`src/rtl/masked_randomness_source.sv`:
```
// masked_randomness_source
// Fresh-randomness generator for HPC3 multiplier chains. A bank of 32-bit
// Galois LFSRs is seeded over a valid/ready handshake, warmed up for a fixed
// number of advancing cycles, and then its concatenated state is sliced into
// the mask r and the two p masks (A*B and C*B multiplications).
module masked_randomness_source #(
  parameter int NUM_SHARES    = 2,
  parameter int BIT_WIDTH     = 1,
  parameter int UNROLL        = 32,
  parameter int WARMUP_CYCLES = 4,
  localparam int NUM_QUADRATIC = NUM_SHARES * (NUM_SHARES - 1) / 2,
  localparam int QW            = NUM_QUADRATIC * BIT_WIDTH,
  localparam int N_OUT         = 3 * QW,
  localparam int NUM_LFSR      = (N_OUT + 31) / 32
) (
  input  logic                     in_clock,
  input  logic                     in_reset,
  input  logic [32*NUM_LFSR-1:0]   in_seed,
  input  logic                     in_seed_valid,
  output logic                     out_seed_ready,
  input  logic                     in_enable,
  output logic [QW-1:0]            out_r,
  output logic [QW-1:0]            out_p_ab,
  output logic [QW-1:0]            out_p_cb,
  output logic                     out_valid
);

  localparam int SW    = 32 * NUM_LFSR;
  localparam int CNT_W = $clog2(WARMUP_CYCLES + 1);

  typedef enum logic [1:0] {
    UNSEEDED,
    WARMUP,
    RUN
  } state_e;

  state_e             fsmState_q, fsmState_d;
  logic [SW-1:0]      lfsrState_q, lfsrState_d;
  logic [CNT_W-1:0]   warmCnt_q, warmCnt_d;

  logic [SW-1:0]      advancedState;
  logic [SW-1:0]      guardedSeed;
  logic               seedFire;

  // One advance is UNROLL Galois steps of x^32+x^22+x^2+x+1, unrolled in logic.
  function automatic logic [31:0] advanceWord(input logic [31:0] word);
    logic [31:0] s;
    s = word;
    for (int i = 0; i < UNROLL; i++) begin
      if (s[0]) s = (s >> 1) ^ 32'h80200003;
      else      s = s >> 1;
    end
    return s;
  endfunction

  // Advance every LFSR word and substitute 1 for any all-zero seed word,
  // since an all-zero Galois LFSR would stay stuck at zero forever.
  always_comb begin
    advancedState = '0;
    guardedSeed   = '0;
    for (int k = 0; k < NUM_LFSR; k++) begin
      advancedState[k*32 +: 32] = advanceWord(lfsrState_q[k*32 +: 32]);
      if (in_seed[k*32 +: 32] == 32'h0) guardedSeed[k*32 +: 32] = 32'h1;
      else                              guardedSeed[k*32 +: 32] = in_seed[k*32 +: 32];
    end
  end

  // Seed is accepted only while idle or running; warm-up ignores new seeds.
  always_comb begin
    out_seed_ready = (fsmState_q == UNSEEDED) || (fsmState_q == RUN);
    out_valid      = (fsmState_q == RUN);
    seedFire       = in_seed_valid && out_seed_ready;
  end

  // Next-state logic: a seed fire always wins over enable, warm-up advances
  // unconditionally, and RUN advances only when the consumer asks for fresh bits.
  always_comb begin
    fsmState_d  = fsmState_q;
    lfsrState_d = lfsrState_q;
    warmCnt_d   = warmCnt_q;
    case (fsmState_q)
      UNSEEDED: begin
        if (seedFire) begin
          lfsrState_d = guardedSeed;
          warmCnt_d   = '0;
          fsmState_d  = WARMUP;
        end
      end
      WARMUP: begin
        lfsrState_d = advancedState;
        warmCnt_d   = warmCnt_q + 1'b1;
        if (warmCnt_q == CNT_W'(WARMUP_CYCLES - 1)) fsmState_d = RUN;
      end
      RUN: begin
        if (seedFire) begin
          lfsrState_d = guardedSeed;
          warmCnt_d   = '0;
          fsmState_d  = WARMUP;
        end else if (in_enable) begin
          lfsrState_d = advancedState;
        end
      end
      default: begin
        fsmState_d  = UNSEEDED;
        lfsrState_d = '0;
        warmCnt_d   = '0;
      end
    endcase
  end

  // State registers with synchronous reset that dominates seed and enable.
  always_ff @(posedge in_clock) begin
    if (in_reset) begin
      fsmState_q  <= UNSEEDED;
      lfsrState_q <= '0;
      warmCnt_q   <= '0;
    end else begin
      fsmState_q  <= fsmState_d;
      lfsrState_q <= lfsrState_d;
      warmCnt_q   <= warmCnt_d;
    end
  end

  // Masks are wired straight from the LFSR state; top unused bits never leave.
  always_comb begin
    out_r    = lfsrState_q[0      +: QW];
    out_p_ab = lfsrState_q[QW     +: QW];
    out_p_cb = lfsrState_q[2*QW   +: QW];
  end

endmodule
```
`config.mk`:
```
export PLATFORM = sky130hd
export DESIGN_NAME = masked_randomness_source
export DESIGN_NICKNAME = d
export VERILOG_FILES = /design/src/rtl/masked_randomness_source.sv
export SDC_FILE = /design/constraint.sdc
export NUM_CORES = 1
export LEC_CHECK = 0
export CAP_MARGIN = 10
export CELL_PAD_IN_SITES_DETAIL_PLACEMENT = 0
export CELL_PAD_IN_SITES_GLOBAL_PLACEMENT = 1
export CORE_MARGIN = 3
export CORE_UTILIZATION = 40
export DETAILED_ROUTE_END_ITERATION = 12
export PLACE_DENSITY_LB_ADDON = 0.1
export SETUP_SLACK_MARGIN = 0.4
export SLEW_MARGIN = 40
export SYNTH_ARGS = -nofsm -noshare
export SYNTH_HDL_FRONTEND = slang
export SYNTH_SLANG_ARGS = --single-unit
export TNS_END_PERCENT = 50
```
`constraint.sdc`:
```
create_clock -name in_clock -period 6.65 [get_ports in_clock]
set_input_delay 0.665 -clock in_clock [delete_from_list [all_inputs] [get_ports in_clock]]
set_output_delay 0.665 -clock in_clock [all_outputs]
set_load 0.005 [all_outputs]
```
Yosys cells after proc, flatten, opt, wreduce, memory -nomap -nowiden

Index checks and enable logic that the tools add are counted.
W data, S select, Z words.

Shift-type cells: 0
Mux-type cells: 42
Reductions and logical operators: 7
Bitwise logic cells: 32
Equal/unequal tests: 7
Order comparisons: 0
$mul: 0
Div/mod/pow operators: 0
Add/subtract/negate cells: 1

Operators with widths:

| kind                  | number |
|---|---|
| $mux W32              | 36 |
| $not A3 Y4            | 32 |
| $pmux W32 S3          | 1 |
| $logic_not A32 Y1     | 1 |
| $pmux W3 S2           | 1 |
| $mux W2               | 2 |
| $ne A2 B2 Y1 const B  | 2 |
| $pmux W2 S2           | 1 |
| $reduce_and A2 Y1     | 2 |
| $add A3 B1 Y3 const B | 1 |
| $eq A3 B2 Y1 const B  | 1 |
| $mux W3               | 1 |
| $ne A3 B2 Y1 const B  | 1 |
| $eq A2 B1 Y1 const B  | 1 |
| $eq A2 B2 Y1 const B  | 1 |
| $logic_not A2 Y1      | 1 |
| $ne A2 B1 Y1 const B  | 1 |
| $reduce_or A2 Y1      | 1 |
| $logic_and A1 B1 Y1   | 1 |
| $logic_or A1 B1 Y1    | 1 |

Bits in writable memories: 0
Bits in latches: 0
Memory bits (read-only): 0
Word-level logic and storage cells: 92
Bits of input ports: 36
Register bits after elaboration: 37
Output and inout bits: 5
Memories: 0

Depth between registers and ports, before layout

Gate-level depths: netlist of run 1.

Word-level depth: 67
Mapped depth: 10
Mapped depth without buffers: 8

Worst setup path before layout of run 1

No wires, ideal clock.

Path type: reg2reg
Start: reg lfsrState_q[9]
End: reg lfsrState_q[20]
Data arrival time: 2.682 ns
Period minus slack after synthesis: 2.816 ns
Cell stages (with the launch flop): 10
Data required time: 6.517 ns
Buffers on the path: 1
Setup time: 0.133 ns
Setup slack: 3.834 ns
Cells stage by stage: dfxtp_1 buf_4 xor2_4 xnor3_2 xnor2_4 xnor3_2 xor2_1 xor2_1 xor2_1 o22ai_1

Word-level cells in the longest chain between the ends: 47
Elaborated cells on any way between the ends: 58
Those cells by class: 35 x mux; 23 x bitwise

RTL lines:

| item                                                    | RTL line | source |
|---|---|---|
| start: declaration                                      | 38       | `logic [SW-1:0] lfsrState_q, lfsrState_d;` |
| start signal: assignment                                | 119      | `lfsrState_q <= lfsrState_d;` |
| $mux W32 (*) (7 in a row)                               | 50       | `if (s[0]) s = (s >> 1) ^ 32'h80200003;` |
| $not A3 Y4 (no source line)                             | -        |  |
| $mux W32 (*)                                            | 50       |  |
| $not A3 Y4 (no source line)                             | -        |  |
| $mux W32 (*) (3 in a row)                               | 50       |  |
| $not A3 Y4 (no source line) or $mux W32 (tied branches) | -        |  |
| $mux W32 (*) (2 in a row)                               | 50       |  |
| $not A3 Y4 (no source line) or $mux W32 (tied branches) | -        |  |
| (+18 left out)                                          | -        |  |
| $mux W32 (*) (2 in a row)                               | 50       |  |
| $not A3 Y4 (no source line) or $mux W32 (tied branches) | -        |  |
| $mux W32 (*) (2 in a row)                               | 50       |  |
| $not A3 Y4 (no source line) or $mux W32 (tied branches) | -        |  |
| $mux W32 (*) (3 in a row)                               | 50       |  |
| $mux W32                                                | 99       | `end else if (in_enable) begin` |
| $mux W32                                                | 95       | `if (seedFire) begin` |
| $pmux W32 S3 (*)                                        | 81       | `case (fsmState_q)` |

Mark *: on every way between the ends. The rest lies on a longest branch, timed or not. The select of a mux whose other input is x is not followed.
A chain may end at the register's enable or synchronous reset.

Worst setup path in the final report of run 1

Start: reg lfsrState_q[0]
End: reg lfsrState_q[20]

Word-level cells in the longest chain between the ends: 50
Elaborated cells on any way between the ends: 65
Those cells by class: 35 x mux; 30 x bitwise

RTL lines:

| item                        | RTL line |
|---|---|
| $mux W32 (*)                | 50 |
| $not A3 Y4 (no source line) | - |
| $mux W32 (*) (2 in a row)   | 50 |
| $not A3 Y4 (no source line) | - |
| $mux W32 (*) (2 in a row)   | 50 |
| $not A3 Y4 (no source line) | - |
| $mux W32 (*) (2 in a row)   | 50 |
| $not A3 Y4 (no source line) | - |
| (+27 left out)              | - |
| $mux W32 (*) (2 in a row)   | 50 |
| $not A3 Y4 (no source line) | - |
| $mux W32 (*) (2 in a row)   | 50 |
| $not A3 Y4 (no source line) | - |
| $mux W32 (*) (3 in a row)   | 50 |
| $mux W32                    | 99 |
| $mux W32                    | 95 |
| $pmux W32 S3 (*)            | 81 |

Marked as above.

==> reports/metrics.csv, run 1 <==
stage,metric,value,unit
yosys,synthesis.nets,365,
sta,max_slew.worst_pin.slew,0.732,ns
cts,holdBufCountCts,0,
finish,mostFrequentLayoutCells,"xnor2_1 (64), clkdlybuf4s50_1 (40), dfxtp_1 (37)",
finish,nets,393,
finish,final_common_cell,xnor2_1,
routing,drt_iter0_drc,271,
yosys,syn-mean-instance-area,9.18,sq um
finish,drive_gt1_frac,0.0646,
sta,hold_violations,0,
yosys,synth_area,3000,sq um
cts,clock-sinks,37,
grt,antenna_found_initial,0,
routing,viasPerCell,5.64,
finish,syn2layout_area_growth,17.8,%
cts,cts_tree,yes,
setup_path,timing.rr.end,lfsrState_q[20]$_SDFFE_PP0P_,
sta,skew,0.00750,ns
yosys,synth_cells,327,
setup_path,cp-start-kind,flop,
cts,cts_setup_buffers,0,
routing,drc,0,
floorplanning,fp.dieArea,8580,sq um
floorplanning,die_height,92.6,um
grt,grt_overflow,0,
sta,setup_tns,0,ns
floorplanning,core-area,7020,sq um
run,cap_viol_max_count,0,
yosys,ys.warnings.count,0,
sta,fmax,282,MHz
setup_path,cp.arrival,3.71,ns
sta,drv_slew,0,
floorplanning,initial_utilization,0.428,
status,outcome,"complete, no violations",
setup_path,cp-startpoint,lfsrState_q[0]$_SDFFE_PP0P_,
placement,dp.cells,444,
sta,fin_hold_ws,0.529,ns
setup_path,r2r_cells,8,
cts,clock_latency,0.29,ns
cts,cts_buffer_depth,2,
grt,grt_use_total,0.216,
setup_path,cp-end-kind,flop,
grt,grt_pass1_wl,14.1,mm
setup_path,reg2reg_setup_slack,3.10,ns
sta,setup_viol,0,
finish,diodes,0,
floorplanning,rows,30,
setup_path,worst_ep_required_time,6.82,ns
placement,hpwl,6.78,mm
floorplanning,die_w,92.6,um
yosys,ys_types,42,
finish,finalNonFillerCells,452,
routing,postRouteAntennaNets,0,
sta,period_minus_slack,3.55,ns
setup_path,critPathMaxFanout,8,
sta,slew_headroom,0.512,
setup_path,cpPeakStageDelay,0.63,ns
routing,vias,2549,
cts,path_clk_slew,0.08,ns
floorplanning,pin_count,41,
routing,finalWirelength,9.05,mm
cts,cts_buffers,5,
setup_path,path_common_cell,xor2_1,
routing,post_drt_wl_per_cell,20.0,um
grt,grt_max_degree,32,
setup_path,timing.setup.critical_path_class,flop to flop,
setup_path,crit_chain,xnor2_4 -> xnor3_1 -> xnor2_4 -> xnor3_2 -> xor2_1 -> xor2_1 -> xor2_1 -> o22ai_1,
cts,cts_resized,0,
finish,final_util,0.504,
placement,port_buffers,40,
routing,drtPass1Iterations,5,
setup_path,cp_slowest_cell,xnor3_1,
cts,clockRootBuffer,clkbuf_8,
setup_path,crit_path_end,lfsrState_q[20]$_SDFFE_PP0P_,
grt,first_global_vias,2480,
yosys,synth-seq-cells,37,
cts,cts.htree.levels,2,
setup_path,r2r_start,lfsrState_q[0]$_SDFFE_PP0P_,
yosys,seq_area_frac_synth,0.247,
placement,place_congestion,0.818,
sta,rsz0062_at_grt,no,
min_path,hp-class,flop to flop,
sta,fin_crit_sh,0.534,
==> layer usage <==
metal	track usage	wire [um]	up-vias
met2	0.344	4110	91
met1	0.309	4330	1233
met3	0.0317	519	7
met4	0.0440	89	0
met5	0	0	-
li1	-	-	1218
==> per-stage QoR <==
| stage | area (sq um) | setup slack, ns |
|---|---|---|
| floorplan | 3000 | 3.83 |
| global placement | 3430 | 3.06 |
| detailed placement | 3430 | 3.12 |
| CTS | 3530 | 3.08 |
| global route | 3540 | 2.98 |
| finish | 3540 | 3.10 |
==> critical path, delay by kind of cell (launching register included) <==
kind                      cells  cell delay, ns
xor gates and xnor gates      7            2.73
DFF                           1            0.59
AOI/OAI and AO/OA             1            0.09
==> sequential cells by signal (all words and copies together), names as in the netlist <==
register and cells:
warmCnt_q 3, fsmState_q 2, lfsrState_q 32
==> kinds of logic after synthesis <==
logic type / after synthesis / synth area share
AO/OA/AOI/OAI: 74 / 0.175
flip-flops: 37 / 0.247
XOR/XNOR: 115 / 0.421
AND/OR/NAND/NOR: 76 / 0.112
adder cells (fa/ha/maj): 2 / 0.00834
buffers and inverters: 23 / 0.0371
==> synthesized netlist by cell type, drive strengths merged <==
cell / instances / share of area
a211o: 1 / 0.0029
a21o: 1 / 0.0025
a21oi: 15 / 0.025
a221oi: 3 / 0.0088
a222oi: 13 / 0.043
a22o: 4 / 0.012
a22oi: 7 / 0.018
a31oi: 2 / 0.0042
a32oi: 1 / 0.0029
and2: 2 / 0.0042
and3: 1 / 0.0021
buf: 7 / 0.017
clkbuf: 13 / 0.016
dfxtp: 37 / 0.25
ha: 2 / 0.0083
inv: 3 / 0.0038
nand2: 17 / 0.021
nand2b: 3 / 0.0063
nand4: 2 / 0.0042
nor2: 38 / 0.048
nor2b: 2 / 0.0042
nor3: 2 / 0.0033
nor4: 8 / 0.017
o21ai: 15 / 0.025
o221ai: 5 / 0.015
o22ai: 5 / 0.010
o31ai: 1 / 0.0025
o32a: 1 / 0.0033
or2: 1 / 0.0021
xnor2: 70 / 0.23
xnor3: 9 / 0.068
xor2: 34 / 0.11
xor3: 2 / 0.017
==> how the worst min path moves through the flow <==
stage,startpoint,endpoint,slack (ns),depth (start not counted)
6_report,warmCnt_q[0]$_SDFFE_PP0P_,warmCnt_q[0]$_SDFFE_PP0P_,0.53,2
5_1_grt,warmCnt_q[0]$_SDFFE_PP0P_,warmCnt_q[0]$_SDFFE_PP0P_,0.57,2
4_1_cts,lfsrState_q[23]$_SDFFE_PP0P_,lfsrState_q[23]$_SDFFE_PP0P_,0.53,2
3_5_place_dp,lfsrState_q[28]$_SDFFE_PP0P_,lfsrState_q[28]$_SDFFE_PP0P_,0.50,2
3_3_place_gp,lfsrState_q[23]$_SDFFE_PP0P_,lfsrState_q[23]$_SDFFE_PP0P_,0.50,2
2_1_floorplan,lfsrState_q[23]$_SDFFE_PP0P_,lfsrState_q[23]$_SDFFE_PP0P_,0.47,2
==> layout make-up <==
type | instances | area, sq um
Clock buffer | 7 | 96.3
Timing Repair Buffer | 41 | 408
Multi-Input combinational cell | 267 | 2160
Inverter | 3 | 11.3
Sequential cell | 37 | 741
Tap cell | 96 | 120
Fill cell | 716 | 3480
Clock inverter | 1 | 5.00
Power of run 1 is not shown: default switching activity piles up to over one toggle a cycle in this logic, so the estimate is an artifact.
==> run 2, diff against run 1 <==
- CORE_UTILIZATION: 40 -> 38
- clock period: 6.65 -> 2.9 ns (I/O delays scaled with it)
==> run 2 against run 1 <==
Setup slack worse by 2.8 ns. Flip-flop and latch count unchanged. Cell area up 20%. Die area up 4.9%. First-iteration DRC count up 3.7%. Via count up 7.7%. Critical path type unchanged.
==> reports/metrics.csv, run 2 (same netlist as run 1, synthesis figures left out) <==
stage,metric,value,unit,change
status,outcome,"complete, no violations",,
routing,finalWirelength,10.0,mm,+11%
grt,grt_overflow,0,,unchanged
finish,nets,439,,+12%
grt,antenna_found_initial,0,,unchanged
setup_path,cp_slowest_cell,xnor3_2,,
sta,fin_ws,0.336,ns,-2.77 ns
grt,first_global_vias,2775,,+12%
cts,path_clk_slew,0.08,ns,about the same
placement,place_ws,-0.0715,ns,-3.19 ns
finish,diodes,0,,unchanged
finish,reg_top3,"lfsrState_q: 32 flops, warmCnt_q: 3 flops, fsmState_q: 2 flops",,
grt,grt_use_total,0.232,,+0.0168
cts,cts_buffers,5,,unchanged
sta,fin_hold_ws,0.533,ns,+0.00434 ns
sta,skew,0.00750,ns,+0.00000763 ns
grt,grt_max_degree,31,,-3.1%
setup_path,timing.setup.critical_path_class,flop to flop,,
finish,mostFrequentLayoutCells,"xnor2_1 (47), buf_4 (42), clkdlybuf4s50_1 (40)",,
finish,regMostFlops,lfsrState_q,,
sta,hold_violations,0,,unchanged
setup_path,cp-end-kind,flop,,
routing,post_drt_wl_per_cell,20.1,um,+0.22%
routing,drtPass1Iterations,4,,-1
finish,largest_reg_flops,32,,unchanged
sta,max_slew.worst_pin.slew,0.747,ns,+0.0150 ns
placement,place_congestion,0.856,,+4.7%
cts,cts.htree.levels,2,,unchanged
setup_path,cpPeakStageDelay,0.47,ns,-0.16 ns
floorplanning,initial_utilization,0.403,,-0.0246
grt,grt_pass1_wl,15.6,mm,+10%
routing,drt_iter0_drc,281,,+3.7%
routing,postRouteAntennaNets,0,,unchanged
finish,drive_gt1_frac,0.286,,+0.221
setup_path,critPathMaxFanout,3,,-5
sta,fmax,390,MHz,+38%
sta,period_minus_slack,2.56,ns,-0.985 ns
setup_path,cp.arrival,2.73,ns,-0.98 ns
setup_path,crit_chain,xnor2_2 -> xnor3_2 -> xnor2_4 -> xnor3_2 -> xor2_2 -> xor2_1 -> xor2_1 -> o22ai_1,,
cts,cts_tree,yes,,
placement,hpwl,7.40,mm,+9.1%
routing,drc,0,,unchanged
cts,cts_buffer_depth,2,,unchanged
floorplanning,fp.dieArea,9000,sq um,+4.9%
finish,fillerInstances,688,,-3.9%
placement,port_buffers,40,,unchanged
floorplanning,die_w,94.9,um,+2.4%
setup_path,cp-start-kind,flop,,
min_path,hp-class,flop to flop,,
floorplanning,core-area,7450,sq um,+6.1%
sta,fin_crit_sh,0.884,,+0.351
floorplanning,pin_count,41,,unchanged
floorplanning,die_height,94.9,um,+2.4%
sta,drv_slew,0,,unchanged
sta,rsz0062_at_grt,yes,,
cts,clockRootBuffer,clkbuf_8,,
run,cap_viol_max_count,0,,unchanged
finish,final_common_cell,xnor2_1,,
sta,setup_viol,0,,unchanged
sta,slew_headroom,0.502,,-0.0100
finish,syn2layout_area_growth,41.7,%,
routing,viasPerCell,5.48,,-2.8%
cts,holdBufCountCts,0,,unchanged
cts,clock-sinks,37,,unchanged
routing,vias,2746,,+7.7%
floorplanning,rows,31,,+3.3%
setup_path,worst_ep_required_time,3.07,ns,-3.75 ns
cts,clock_latency,0.29,ns,about the same
-- run 2: path summary, 6_finish.rpt --
check                               startpoint                            to  slack [ns]  cells past startpoint
hold reg to reg      warmCnt_q[1]$_SDFFE_PP0P_     warmCnt_q[1]$_SDFFE_PP0P_        0.53                      2
hold / removal       warmCnt_q[1]$_SDFFE_PP0P_     warmCnt_q[1]$_SDFFE_PP0P_        0.53                      2
setup / recovery  lfsrState_q[17]$_SDFFE_PP0P_  lfsrState_q[20]$_SDFFE_PP0P_        0.34                      8
setup reg to reg  lfsrState_q[17]$_SDFFE_PP0P_  lfsrState_q[20]$_SDFFE_PP0P_        0.34                      8
-- run 2: layer usage --
layer | vias up | track usage | routed length [um]
li1 | 1299 | - | -
met1 | 1345 | 0.329 | 4460
met2 | 91 | 0.380 | 4770
met3 | 11 | 0.0279 | 631
met4 | 0 | 0.0481 | 195
met5 | - | 0 | 0
-- run 2: critical path: cells and delay by family, from the launching register on --
family,cells,cell delay (ns)
DFF,1,0.35
AOI/OAI and AO/OA,1,0.08
xor gates and xnor gates,7,2.00
-- run 2: cell type report --
class	count	area [sq um]	share of cell area
Clock buffer	5	68.8	0.0162
Clock inverter	3	17.5	0.00412
Inverter	3	11.3	0.00265
Multi-Input combinational cell	267	2480	0.583
Sequential cell	37	772	0.182
Tap cell	99	124	0.0291
Timing Repair Buffer	87	781	0.184
-- run 2: repair_timing --
action / CTS / global route
pin swaps: 15 / 17
endpoints found under the setup margin: 24 / 24
gates resized for setup: 31 / 28
hold endpoints to repair: 0 / 0
setup buffers: 18 / 5
-- run 2: through the flow --
| stage | std cells | utilization | setup TNS [ns] | instance area (sq um) |
|---|---|---|---|---|
| 2_1_floorplan | 327 | - | 0 | 3080 |
| 3_3_place_gp | 470 | 0.495 | -0.0781 | 3680 |
| 3_5_place_dp | 470 | 0.495 | -0.140 | 3680 |
| 4_1_cts | 496 | 0.544 | 0 | 4050 |
| 5_1_grt | 501 | 0.571 | 0 | 4250 |
| 6_report | 501 | 0.571 | 0 | 4250 |
Power of run 2 is left out for the same reason.
